`config.mk`:
```
export PLATFORM = sky130hd
export DESIGN_NAME = morph_frame_ctrl_flat
export DESIGN_NICKNAME = d
export VERILOG_FILES = /design/src/rtl/morph_frame_ctrl_if.sv /design/src/rtl/morph_frame_ctrl.sv /design/src/flat_wrapper.sv
export SDC_FILE = /design/constraint.sdc
export NUM_CORES = 1
export LEC_CHECK = 0
export CORE_ASPECT_RATIO = 0.8
export CORE_UTILIZATION = 50
export DETAILED_ROUTE_END_ITERATION = 12
export HOLD_SLACK_MARGIN = 0.03
export PLACE_DENSITY = 0.88
export SETUP_SLACK_MARGIN = 0.3
export SKIP_CTS_REPAIR_TIMING = 1
export SYNTH_ARGS = -nofsm -noshare
export SYNTH_HDL_FRONTEND = slang
export SYNTH_SLANG_ARGS = --single-unit
```
`constraint.sdc`:
```
create_clock -name clk -period 2.6 [get_ports clk]
set_input_delay 0.26 -clock clk [delete_from_list [all_inputs] [get_ports clk]]
set_output_delay 0.26 -clock clk [all_outputs]
set_load 0.05 [all_outputs]
```
`src/rtl/morph_frame_ctrl_if.sv`:
```
// Host configuration channel for morph_frame_ctrl: mode request handshake plus error pulse.
interface morph_frame_ctrl_if;
  logic       cfg_valid;
  logic [2:0] cfg_mode;
  logic       cfg_ready;
  logic       cfg_err;

  modport master (output cfg_valid, output cfg_mode, input cfg_ready, input cfg_err);
  modport slave  (input cfg_valid, input cfg_mode, output cfg_ready, output cfg_err);
endinterface

```
`src/rtl/morph_frame_ctrl.sv`:
```
// Frame-synchronous mode controller for the two-stage 1-bit morphology pipeline.
// Optional geometry checking is compiled in with `define MORPH_GEOM_CHECK_EN.
module morph_frame_ctrl #(
  parameter logic [9:0] IMG_HDISP = 10'd640,
  parameter logic [9:0] IMG_VDISP = 10'd480
) (
  input  logic                clk,
  input  logic                rst,
  morph_frame_ctrl_if.slave   cfg,
  input  logic                per_frame_vsync,
  input  logic                per_frame_href,
  input  logic                per_frame_clken,
  output logic [1:0]          stage1_sel,
  output logic [1:0]          stage2_sel,
  output logic [2:0]          active_mode,
  output logic                frame_busy,
  output logic                frame_done,
  output logic                geom_err,
  output logic [15:0]         frame_cnt
);

  typedef enum logic [1:0] {IDLE, ACTIVE, CHECK} state_t;

  state_t     state, state_next;
  logic       vs_d;
  logic       vs_rise, vs_fall;
  logic       pending_flag;
  logic [2:0] pending_mode;
  logic       cfg_err_q;
  logic       xfer, legal;

  assign vs_rise = per_frame_vsync && !vs_d;
  assign vs_fall = !per_frame_vsync && vs_d;
  assign legal   = (cfg.cfg_mode <= 3'd4);
  assign xfer    = cfg.cfg_valid && cfg.cfg_ready;

  assign cfg.cfg_ready = !pending_flag;
  assign cfg.cfg_err   = cfg_err_q;
  assign frame_busy    = (state == ACTIVE);

  always_ff @(posedge clk) begin
    if (rst) state <= IDLE;
    else     state <= state_next;
  end

  always_comb begin
    state_next = state;
    case (state)
      IDLE:    if (vs_rise) state_next = ACTIVE;
      ACTIVE:  if (vs_fall) state_next = CHECK;
      CHECK:   state_next = IDLE;
      default: state_next = IDLE;
    endcase
  end

  // A transfer can never coincide with consumption: cfg_ready is low whenever a request is pending.
  always_ff @(posedge clk) begin
    if (rst) begin
      vs_d         <= 1'b1;
      pending_flag <= 1'b0;
      pending_mode <= 3'd0;
      active_mode  <= 3'd0;
      cfg_err_q    <= 1'b0;
      frame_done   <= 1'b0;
      frame_cnt    <= 16'd0;
    end else begin
      vs_d       <= per_frame_vsync;
      cfg_err_q  <= xfer && !legal;
      frame_done <= (state == CHECK);
      if (state == CHECK)
        frame_cnt <= frame_cnt + 16'd1;
      if (state == IDLE && vs_rise && pending_flag) begin
        active_mode  <= pending_mode;
        pending_flag <= 1'b0;
      end else if (xfer && legal) begin
        pending_mode <= cfg.cfg_mode;
        pending_flag <= 1'b1;
      end
    end
  end

  always_comb begin
    stage1_sel = 2'b00;
    stage2_sel = 2'b00;
    case (active_mode)
      3'd1:    stage1_sel = 2'b01;
      3'd2:    stage1_sel = 2'b10;
      3'd3:    begin stage1_sel = 2'b01; stage2_sel = 2'b10; end
      3'd4:    begin stage1_sel = 2'b10; stage2_sel = 2'b01; end
      default: ;
    endcase
  end

`ifdef MORPH_GEOM_CHECK_EN
  logic       hs_d;
  logic       hs_fall;
  logic       pixel;
  logic [9:0] col_cnt;
  logic [9:0] line_cnt;
  logic       err_flag;

  assign hs_fall = !per_frame_href && hs_d;
  assign pixel   = per_frame_clken && per_frame_href;

  // A pixel arriving in the same cycle as the frame start is the first of the new frame.
  always_ff @(posedge clk) begin
    if (rst) begin
      hs_d     <= 1'b1;
      col_cnt  <= 10'd0;
      line_cnt <= 10'd0;
      err_flag <= 1'b0;
      geom_err <= 1'b0;
    end else begin
      hs_d     <= per_frame_href;
      geom_err <= (state == CHECK) && (err_flag || (line_cnt != IMG_VDISP));
      if (vs_rise) begin
        col_cnt  <= pixel ? 10'd1 : 10'd0;
        line_cnt <= 10'd0;
        err_flag <= 1'b0;
      end else if (hs_fall) begin
        if (col_cnt != IMG_HDISP) err_flag <= 1'b1;
        col_cnt <= 10'd0;
        if (line_cnt != 10'h3FF) line_cnt <= line_cnt + 10'd1;
      end else if (pixel && col_cnt != 10'h3FF) begin
        col_cnt <= col_cnt + 10'd1;
      end
    end
  end
`else
  logic geom_unused;
  assign geom_unused = ^{per_frame_href, per_frame_clken, IMG_HDISP, IMG_VDISP};
  assign geom_err    = 1'b0;
`endif

endmodule

```
`src/flat_wrapper.sv`:
```
// flat-port wrapper written by rule: the top's interface ports become plain ports
module morph_frame_ctrl_flat 
#(
  parameter logic [9:0] IMG_HDISP = 10'd640,
  parameter logic [9:0] IMG_VDISP = 10'd480
)
  (clk, rst, per_frame_vsync, per_frame_href, per_frame_clken, stage1_sel, stage2_sel, active_mode, frame_busy, frame_done, geom_err, frame_cnt, cfg_cfg_valid, cfg_cfg_mode, cfg_cfg_ready, cfg_cfg_err);
  morph_frame_ctrl_if cfg_i ();
  input  logic clk;
  input  logic rst;
  input  logic per_frame_vsync;
  input  logic per_frame_href;
  input  logic per_frame_clken;
  output logic [1:0] stage1_sel;
  output logic [1:0] stage2_sel;
  output logic [2:0] active_mode;
  output logic frame_busy;
  output logic frame_done;
  output logic geom_err;
  output logic [15:0] frame_cnt;
  input wire logic [$bits(cfg_i.cfg_valid)-1:0] cfg_cfg_valid;
  input wire logic [$bits(cfg_i.cfg_mode)-1:0] cfg_cfg_mode;
  output wire logic [$bits(cfg_i.cfg_ready)-1:0] cfg_cfg_ready;
  output wire logic [$bits(cfg_i.cfg_err)-1:0] cfg_cfg_err;
  assign cfg_i.cfg_valid = cfg_cfg_valid;
  assign cfg_i.cfg_mode = cfg_cfg_mode;
  assign cfg_cfg_ready = cfg_i.cfg_ready;
  assign cfg_cfg_err = cfg_i.cfg_err;
  morph_frame_ctrl #(.IMG_HDISP(IMG_HDISP), .IMG_VDISP(IMG_VDISP)) u_core (.clk(clk), .rst(rst), .cfg(cfg_i), .per_frame_vsync(per_frame_vsync), .per_frame_href(per_frame_href), .per_frame_clken(per_frame_clken), .stage1_sel(stage1_sel), .stage2_sel(stage2_sel), .active_mode(active_mode), .frame_busy(frame_busy), .frame_done(frame_done), .geom_err(geom_err), .frame_cnt(frame_cnt));
endmodule
```
Word-level counts from Yosys, hierarchy flattened
Cells that the tools add are included.
{"block": "word_totals", "ff_bits": 28, "inputBits": 9, "output_inout_bits": 28}
{"block": "op_classes", "n_addsub": 1, "n_lt_le_gt_ge": 1, "eq_ne": 8, "n_mux": 5, "n_bitwise": 1, "reduce_logical": 17}
{"op": "adder 16 x 1 -> 16 bit (second input constant)", "n": 1}
{"op": "one-hot mux 2 bit (2 select lines)", "n": 3}
{"op": "logical AND 1 bit", "n": 7}
{"op": "equality test 3 x 2 -> 1 bit (second input constant)", "n": 2}
{"op": "OR reduction 2 bit", "n": 3}
{"op": "zero test 1 bit", "n": 4}
{"op": "2-to-1 mux 2 bit", "n": 2}
{"op": "inequality test 2 x 1 -> 1 bit (second input constant)", "n": 2}
{"op": "AND reduction 2 bit", "n": 2}
{"op": "equality test 3 x 1 -> 1 bit (second input constant)", "n": 1}
{"op": "equality test 3 bit (second input constant)", "n": 1}
{"op": "less-or-equal comparator 3 bit (second input constant)", "n": 1}
{"op": "equality test 2 x 1 -> 1 bit (second input constant)", "n": 1}
{"op": "equality test 2 bit (second input constant)", "n": 1}
{"op": "zero test 2 bit", "n": 1}
{"op": "NOT 1 bit", "n": 1}

Longest topological paths before layout
Gate-level depths: netlist of the first run.
{"block": "logic_depth", "ltp_word": 6, "depth_mapped": 6}

Worst setup path after synthesis of the first run
Ideal clock, no wire load.
{"block": "synth_path", "path_kind": "register to output", "startpoint": "register u_core.active_mode[0]", "endpoint": "output port stage2_sel[1]", "t_arrival_ps": 2010, "setup_slack_ps": 330, "path_stages_with_launch": 3, "n_path_buf": 0, "path_cell_list": "dfxtp_1 -> nor2b_1 -> and2_1"}
{"block": "synth_via", "elab_chain_len": 2}
{"element": "start: declaration", "line_no": "morph_frame_ctrl.sv:15", "text": "output logic [2:0] active_mode,"}
{"element": "start signal: assignment", "line_no": "morph_frame_ctrl.sv:73", "text": "active_mode <= pending_mode;"}
{"element": "equality test 3 bit / equality test 3 x 2 -> 1 bit (equally long branches)", "line_no": "morph_frame_ctrl.sv:85", "text": "case (active_mode)"}
{"element": "one-hot mux 2 bit (2 select lines) *", "line_no": "morph_frame_ctrl.sv:85"}
{"element": "end: declaration", "line_no": "flat_wrapper.sv:15", "text": "output logic [1:0] stage2_sel;"}
Mark *: on every way between the ends. The rest lies on a longest branch, timed or not.

Final worst setup path of the first run
Same ends and word-level chain as after synthesis.

==> impl_metrics.ini, run 1 <==
[sta]
setup_total_negative_slack_ps = 0
setup_viol_count_final = 0
rsz0062_at_grt = no
max-slew-margin-rel_pct = 65.8
period_minus_slack_ps = 2120
fin_skew_ps = 2.18
worstMarginPinSlew_ps = 512
final_critical_path_setup_slack_ps = 484
finalMaxSlewViolations = 0
holdWs_ps = 475
layout_worst_path_cycle_share_pct = 81.4
hold_viol = 0
maxClockFrequency_mhz = 473

[clocking]
tritoncts = yes
tritoncts.num_buffers = 3
numClockSinks = 28
cts_htree_levels = 1
clock_tree.root_cell = clkbuf_4
clk_latency_ps = 320
worst_setup_hold_path_clk_slew_ps = 140
cts.path.max_buffers = 2

[route]
initialDrtViolationCount = 32
num_vias = 1013
drt_wl_total_um = 2510
firstDrtPassIters = 5
via_per_inst = 4.92
detail_route.drc_violations = 0
routedWlPerCell_um = 12.2
drtAntennaViolNets = 0

[logic_synthesis]
synth.top_cells.by_area = dfxtp_1 43%, xnor2_1 6.7%, nor2_1 5.8%
seq_area_frac_synth_pct = 43.0
synth_largest_area_cell = dfxtp_1
area_of_the_mapped_netlist_um2 = 1300
ys_ff_latch = 28
synthDominantCellAreaShare_pct = 43.0
avgSynthCellArea_um2 = 9.37
yosys_warnings = 0
yosysUniqueCellTypes = 37
synth_fp_nets = 149
netlist_instances = 139

[setup_path]
worst-path-max-fanout = 5
timing.critical_path.slowest_stage_cell = clkdlybuf4s50_1
cp_data_required_time_ps = 2340
critical_path_type = reg -> out
worstPathCellList = nor2b_1, and2_1, clkdlybuf4s50_1
worst_path_largest_cell_delay_ps = 790
worstSetupEndpointType = output pin
setup.worst_path.start_class = flip-flop
worst_ep_arrival_time_ps = 1860

[global_routing]
track_usage_pct = 18.8
grt_pass1_wl_um = 3950
globalRouteMet1Util_pct = 22.4
antenna_found_initial = 0
grt_max_degree = 30
use_met2_pct = 35.2
global_route.usage.met3_pct = 5.41
first_global_vias = 909
grt-ovfl-total = 0
top_usage_layer = met2

[hold_path]
hold_path.class = reg -> reg

[power_and_ir_drop]
worst_ir_drop_vdd_mv = 0.265
finalPower_uw = 709
total_leakage_power_nw = 0.660
power_density_nw_per_um2 = 421

[finish]
area.growth.synth_to_final_pct = 29.2
fill_cell_instance_count_of_the_final_layout = 218
layout-drive-gt1-share_pct = 8.82
n_antenna_cell = 0
most_frequent_cells_in_the_layout = 33 x clkdlybuf4s50_1, 28 x dfxtp_1, 20 x nor2_1
post_layout_nonfiller_instances = 206
post_layout_net_count = 181
most_common_cell_after_layout_fill_and_taps_aside = clkdlybuf4s50_1

[outcome]
outcome = complete, no violations

[floorplan]
die_h_um = 47.7
floorplan.initialDensity_pct = 52.9
io_pins = 37
core-area_um2 = 2460
fp-row-count = 16
dieArea_um2 = 2810
die_x_um = 59.1

[placement]
post-place-cells = 202
gp_congestion = 0.772
port-buffer-count = 33
hpwl_um = 1880
worst_setup_timing_slack_at_the_placement_stage_ps = 843

[flow_run]
max_cap_viol_count = 0
-- cells by family after synthesis --
kind of cell / share of synthesized area (%)
buffers and inverters: 4.42
AO/OA/AOI/OAI: 4.23
adder cells (fa/ha/maj): 1.73
XOR/XNOR: 8.74
other: 0.288
flip-flops: 43.0
multiplexers: 3.94
AND/OR/NAND/NOR: 33.6
-- cell usage after synthesis --
cell	number
and4b_1	1
nand4_1	2
nand2_1	10
ha_1	1
inv_1	5
nor2b_1	6
o21ai_0	5
nand4b_1	1
buf_2	1
nor4_4	2
or2_2	1
xor2_1	3
nand3b_4	1
nand3_1	1
clkbuf_1	2
mux2i_1	4
nand4_2	1
a21oi_1	6
or3_1	2
conb_1	1
and2_1	1
buf_4	1
buf_1	2
and4_1	1
mux2_1	1
xnor2_1	10
nand2b_1	1
maj3_1	1
nor2_1	20
nor4_2	3
dfxtp_1	28
nand3b_1	1
buf_6	1
nor3b_1	2
nand4_4	1
nor3_1	8
nand4b_2	1
-- report_power, final --
part           internal [mW]  switching (mW)  total (mW)  leakage (nW)
logic                 0.0248          0.0356      0.0604         0.413
clock network         0.0857           0.119       0.205        0.0210
registers              0.436         0.00711       0.443         0.227
total                  0.547           0.162       0.709         0.660
-- per-stage QoR --
| stage | instance area (µm²) | utilization, % |
|---|---|---|
| 2_1_floorplan | 1300 | - |
| 3_3_place_gp | 1650 | 66.9 |
| 3_5_place_dp | 1650 | 66.9 |
| 4_1_cts | 1680 | 68.3 |
| 5_1_grt | 1680 | 68.3 |
| 6_report | 1680 | 68.3 |
-- sequential cells by signal, summed over array words and instances, names as in the netlist --
name and flops:
u_core.frame_done 1, u_core.active_mode 3, u_core.vs_d 1, u_core.pending_flag 1, u_core.pending_mode 3, u_core.frame_cnt 16, u_core.cfg.cfg_err 1, u_core.state 2
-- final timing paths --
path,from,to,slack (ps),cells after the start
setup / recovery,u_core.active_mode[0],stage2_sel[1],480,3
hold / removal,u_core.vs_d,u_core.state[1],480,2
setup reg to reg,u_core.frame_cnt[3],u_core.frame_cnt[15],960,4
hold reg to reg,u_core.vs_d,u_core.state[1],480,2
-- worst max-delay path, delay by kind of cell (launching register included) --
kind | cells | cell delay [ps]
buffers and inverters | 1 | 790
flip-flops | 1 | 400
AND/OR/NAND/NOR | 2 | 330
-- routing by layer --
metal / vias to the layer above / routed length (µm)
li1: 525 / -
met1: 473 / 1180
met2: 15 / 1240
met3: 0 / 88
met4: 0 / 0
met5: - / 0
-- layout make-up --
cell class	instances	area, µm²	area share, %
Timing Repair Buffer	34	338	20.1
Clock buffer	4	36.3	2.16
Tap cell	36	45.0	2.68
Multi-Input combinational cell	99	684	40.7
Inverter	5	18.8	1.12
Sequential cell	28	561	33.3
Power figures use the tool's default switching activity.
==> run 2: changes to the inputs <==
- CORE_UTILIZATION: 50 -> 42
- PLACE_DENSITY: 0.88 -> 0.8
- clock period: 2.6 -> 1.8 ns (I/O delays scaled with it)
==> run 2 against run 1 <==
  * Hold slack gained 11 ps
  * Design area increased by 8.3%
  * Sequential power up 44%
  * Non-clock buffer count increased by 2
  * Critical path depth fell by 1
  * Core utilization down 4.4 points
  * Final cell count rose by 1.9%
  * Via count grew 6.9%
  * Count of clock-buffer cells in the layout unchanged
==> impl_metrics.ini, run 2 (synthesis gave the netlist of run 1 again) <==
[outcome]
outcome = complete, no violations

[finish]
n_antenna_cell = 0
largest_reg_flops = 16
most_common_cell_after_layout_fill_and_taps_aside = dlymetal6s2s_1
area.growth.synth_to_final_pct = 40.0
post_layout_nonfiller_instances = 210
post_layout_net_count = 183
largest_register = u_core.frame_cnt
layout-drive-gt1-share_pct = 23.3
layout.core_utilization_pct = 64.0
stdcell_area_um2 = 1820
largest_registers = u_core.frame_cnt x16, u_core.active_mode x3, u_core.pending_mode x3
most_frequent_cells_in_the_layout = 22 x dlymetal6s2s_1, 20 x nor2_1, 14 x dfxtp_1

[setup_path]
setup.worst_path.start_class = flip-flop
worstSetupEndpointType = output pin
worst-path-max-fanout = 9
worst_ep_arrival_time_ps = 1240
critical_path_type = reg -> out
cp_data_required_time_ps = 1620

[clocking]
tritoncts.num_buffers = 3
clk_latency_ps = 280
worst_setup_hold_path_clk_slew_ps = 100
numClockSinks = 28
tritoncts = yes
cts_htree_levels = 1
clock_tree.root_cell = clkbuf_8
cts.path.max_buffers = 2

[floorplan]
die_x_um = 64.3
die_h_um = 51.8
io_pins = 37
fp-row-count = 17
floorplan.initialDensity_pct = 45.7
core-area_um2 = 2850
dieArea_um2 = 3330

[power_and_ir_drop]
p_sw_uw = 263
total_leakage_power_nw = 1.11
switching_share_pct = 22.5
p_int_uw = 905
seq_power_share_pct = 54.5
power_density_nw_per_um2 = 641
worst_ir_drop_vdd_mv = 0.612
pwr-share-clk_pct = 37.8
share_of_total_power_in_combinational_logic_pct = 7.6
finalPower_mw = 1.17

[sta]
layout_worst_path_cycle_share_pct = 78.8
period_minus_slack_ps = 1420
maxClockFrequency_mhz = 705
rsz0062_at_grt = yes
fin_skew_ps = 10.8
setup_total_negative_slack_ps = 0
max-slew-margin-rel_pct = 64.0
worstMarginPinSlew_ps = 539
setup_viol_count_final = 0
hold_viol = 0
finalMaxSlewViolations = 0

[route]
drtAntennaViolNets = 0
firstDrtPassIters = 4
drt_wl_total_um = 2830
routedWlPerCell_um = 13.5
detail_route.drc_violations = 0
initialDrtViolationCount = 31
num_vias = 1083
via_per_inst = 5.16

[global_routing]
antenna_found_initial = 0
first_global_vias = 1019
grt_pass1_wl_um = 4720
track_usage_pct = 18.6
grt_max_degree = 17
grt-ovfl-total = 0

[placement]
hpwl_um = 2140
post-place-cells = 206
port-buffer-count = 33
place_area_um2 = 1690
gp_congestion = 0.883

[flow_run]
max_cap_viol_count = 0

[hold_path]
hold_path.class = reg -> reg
## run 2: cell types whose count changed in the layout (fill, tap and decap cells not counted), sizes merged
cell and change:
dlymetal6s2s +22, buf +7, clkdlybuf4s50 -27
## run 2: power by group through the flow
| stage | combinational (mW) | sequential (mW) | clock [mW] |
|---|---|---|---|
| final | 0.0891 | 0.637 | 0.442 |
| after global routing | 0.0957 | 0.638 | 0.485 |
| after CTS | 0.0895 | 0.636 | 0.453 |
| after detailed placement | 0.0891 | 0.651 | 0 |
| after global placement | 0.0863 | 0.650 | 0 |
| after floorplan | 0.0521 | 0.653 | 0 |
## run 2: worst paths after layout
check                                         start                   end  slack (ps)  cells past startpoint
worst max-delay path                u_core.state[0]            frame_busy         380                      2
worst max register to register  u_core.frame_cnt[0]  u_core.frame_cnt[12]         410                      5
worst min-delay path                    u_core.vs_d       u_core.state[1]         490                      2
worst min register to register          u_core.vs_d       u_core.state[1]         490                      2
## run 2: stage by stage
step,hold WS [ps],setup WS [ps]
finish,486,382
floorplan,287,130
CTS,490,31.8
global route,513,279
detailed placement,471,330
global placement,450,368
## run 2: final cells by class
class | instances | area, µm²
clock buffer | 4 | 66.3
fill | 244 | 1030
inverter | 5 | 18.8
multi-input combinational | 99 | 712
sequential | 28 | 583
tap | 38 | 47.5
timing repair buffer | 36 | 395
## run 2: critical path: stages, from the launching register on
cell,delay (ps)
dfxtp_1,520
nor2b_1,220
buf_4,220
## run 2: per-layer routing
layer	share of wire, %	up-vias	track usage, %
met2	49	19	31.6
met3	3.2	2	4.82
met4	0.67	0	4.44
met1	47	530	23.6
li1	-	532	-
met5	0	-	0
==> run 3: changes to the inputs <==
- clock period: 1.8 -> 1.25 ns (I/O delays scaled with it)
==> run 3 against run 2 <==
  * The run now ends with negative setup slack left
  * First-iteration DRC count grew to 3.1 times the previous value
  * Non-clock buffer count is 43 higher
  * Global-route usage is 7.6 points higher
  * Sequential cell count stayed put
==> impl_metrics.ini, run 3 (synthesis gave the netlist of run 1 again) <==
[placement]
port-buffer-count = 33
hpwl_um = 2800
post-place-cells = 235
gp_congestion = 0.805

[sta]
setup_total_negative_slack_ps = -2050
rsz0062_at_grt = yes
layout_worst_path_cycle_share_pct = 115
final_critical_path_setup_slack_ps = -190
hold_viol = 0
fin_skew_ps = 16.1
period_minus_slack_ps = 1440
maxClockFrequency_mhz = 695
finalMaxSlewViolations = 0
setup_viol_count_final = 19

[route]
via_per_inst = 5.78
firstDrtPassIters = 4
routedWlPerCell_um = 23.8
drtAntennaViolNets = 0
drt_wl_total_um = 6010
initialDrtViolationCount = 96
num_vias = 1463
detail_route.drc_violations = 0

[finish]
most_common_cell_after_layout_fill_and_taps_aside = buf_12
largest_reg_flops = 16
largest_registers = u_core.frame_cnt x16, u_core.active_mode x3, u_core.pending_mode x3
layout.area.seq_um2 = 643
post_layout_net_count = 226
most_frequent_cells_in_the_layout = 29 x buf_12, 24 x buf_6, 21 x dfxtp_4
post_layout_nonfiller_instances = 253
largest_register = u_core.frame_cnt
area.growth.synth_to_final_pct = 111
n_antenna_cell = 0
multiInputGateArea_um2 = 905
layout-drive-gt1-share_pct = 66.0
fill_cell_instance_count_of_the_final_layout = 51

[global_routing]
track_usage_pct = 26.2
first_global_vias = 1342
grt_max_degree = 17
grt_pass1_wl_um = 6400
antenna_found_initial = 0
grt-ovfl-total = 0

[hold_path]
hold_path_startpoint = cfg_cfg_mode[2]
timing.hold.worst_endpoint = u_core.cfg.cfg_err
timing.hold.worst_path_depth = 3
hold_path.class = in -> reg

[setup_path]
path_delay_family = simple AND/OR/NAND/NOR gates
worst_ep_arrival_time_ps = 1650
worstSetupEndpointType = flip-flop
setup.worst_path.start_class = flip-flop
worst_r2r_startpoint = u_core.frame_cnt[1]
cp_data_required_time_ps = 1460
critical_path_type = reg -> reg
timing.critical_path.slowest_stage_cell = dfxtp_4
reg2reg_setup_slack_ps = -190
worst-path-max-fanout = 6
worstPathCellList = ha_4, nand3b_4, buf_12, or3_1, a21oi_1
worst_path_largest_cell_delay_ps = 410
number_of_cells_on_the_worst_reg_to_reg_path = 5
crit_buf_inv = 1
endpoint_of_the_most_critical_register_to_register_path = u_core.frame_cnt[4]

[power_and_ir_drop]
total_leakage_power_nw = 1.20
power_density_nw_per_um2 = 645
worst_ir_drop_vdd_mv = 0.726

[clocking]
tritoncts = yes
numClockSinks = 28
cts_htree_levels = 1
cts.path.max_buffers = 2
worst_setup_hold_path_clk_slew_ps = 110
clk_latency_ps = 300
tritoncts.num_buffers = 3
clock_tree.root_cell = clkbuf_8

[floorplan]
dieArea_um2 = 3330
floorplan.initialDensity_pct = 45.7
die_x_um = 64.3
fp-row-count = 17
core-area_um2 = 2850
io_pins = 37
die_h_um = 51.8

[outcome]
failed_checks = negative setup slack
outcome = finished with violations

[flow_run]
max_cap_viol_count = 0
## run 3: cell type report
type / count / share of cell area [%]
well taps: 38 / 1.73
multi-input cells: 99 / 33.0
clock buffers: 4 / 2.42
repair buffers: 79 / 38.8
inverters: 5 / 0.684
flip-flops and latches: 28 / 23.4
## run 3: worst max path at each step
stage	from	endpoint	slack, ps	cells past startpoint
2_1_floorplan	u_core.frame_cnt[6]	u_core.frame_cnt[15]	-120	4
3_3_place_gp	u_core.state[1]	u_core.frame_cnt[6]	-60	5
3_5_place_dp	u_core.state[1]	u_core.active_mode[0]	-130	5
4_1_cts	u_core.state[1]	u_core.active_mode[1]	-190	5
5_1_grt	u_core.frame_cnt[1]	u_core.frame_cnt[8]	-210	6
6_report	u_core.frame_cnt[1]	u_core.frame_cnt[4]	-190	5
## run 3: report_power, final
group	internal (mW)	leakage [nW]	switching [mW]
combinational	0.101	0.920	0.117
sequential	0.865	0.244	0.0230
clock	0.350	0.0339	0.314
## run 3: stage by stage
stage          total power, mW  cell area (µm²)  utilization (%)  hold slack [ps]  worst slack (ps)
2_1_floorplan            0.992             1470                -              232              -115
3_5_place_dp              1.07             2340             82.0              461              -127
5_1_grt                   1.80             2740             96.3              270              -211
3_3_place_gp              1.06             2340             82.0              467             -64.4
6_report                  1.77             2740             96.3              252              -190
4_1_cts                   1.69             2400             84.3              478              -193
## run 3: per-layer routing
metal / up-vias / share of wire (%) / track usage, % / wire length [µm]
li1: 620 / - / - / -
met1: 735 / 39 / 28.3 / 2350
met2: 77 / 50 / 47.4 / 2990
met3: 31 / 5.8 / 6.80 / 347
met4: 0 / 5.5 / 13.7 / 328
met5: - / 0 / 0 / 0
## run 3: tightest hold or removal path, cell delays in order
cell,delay (ps)
dlymetal6s2s_1,190
o21ai_2,140
nor3_1,60
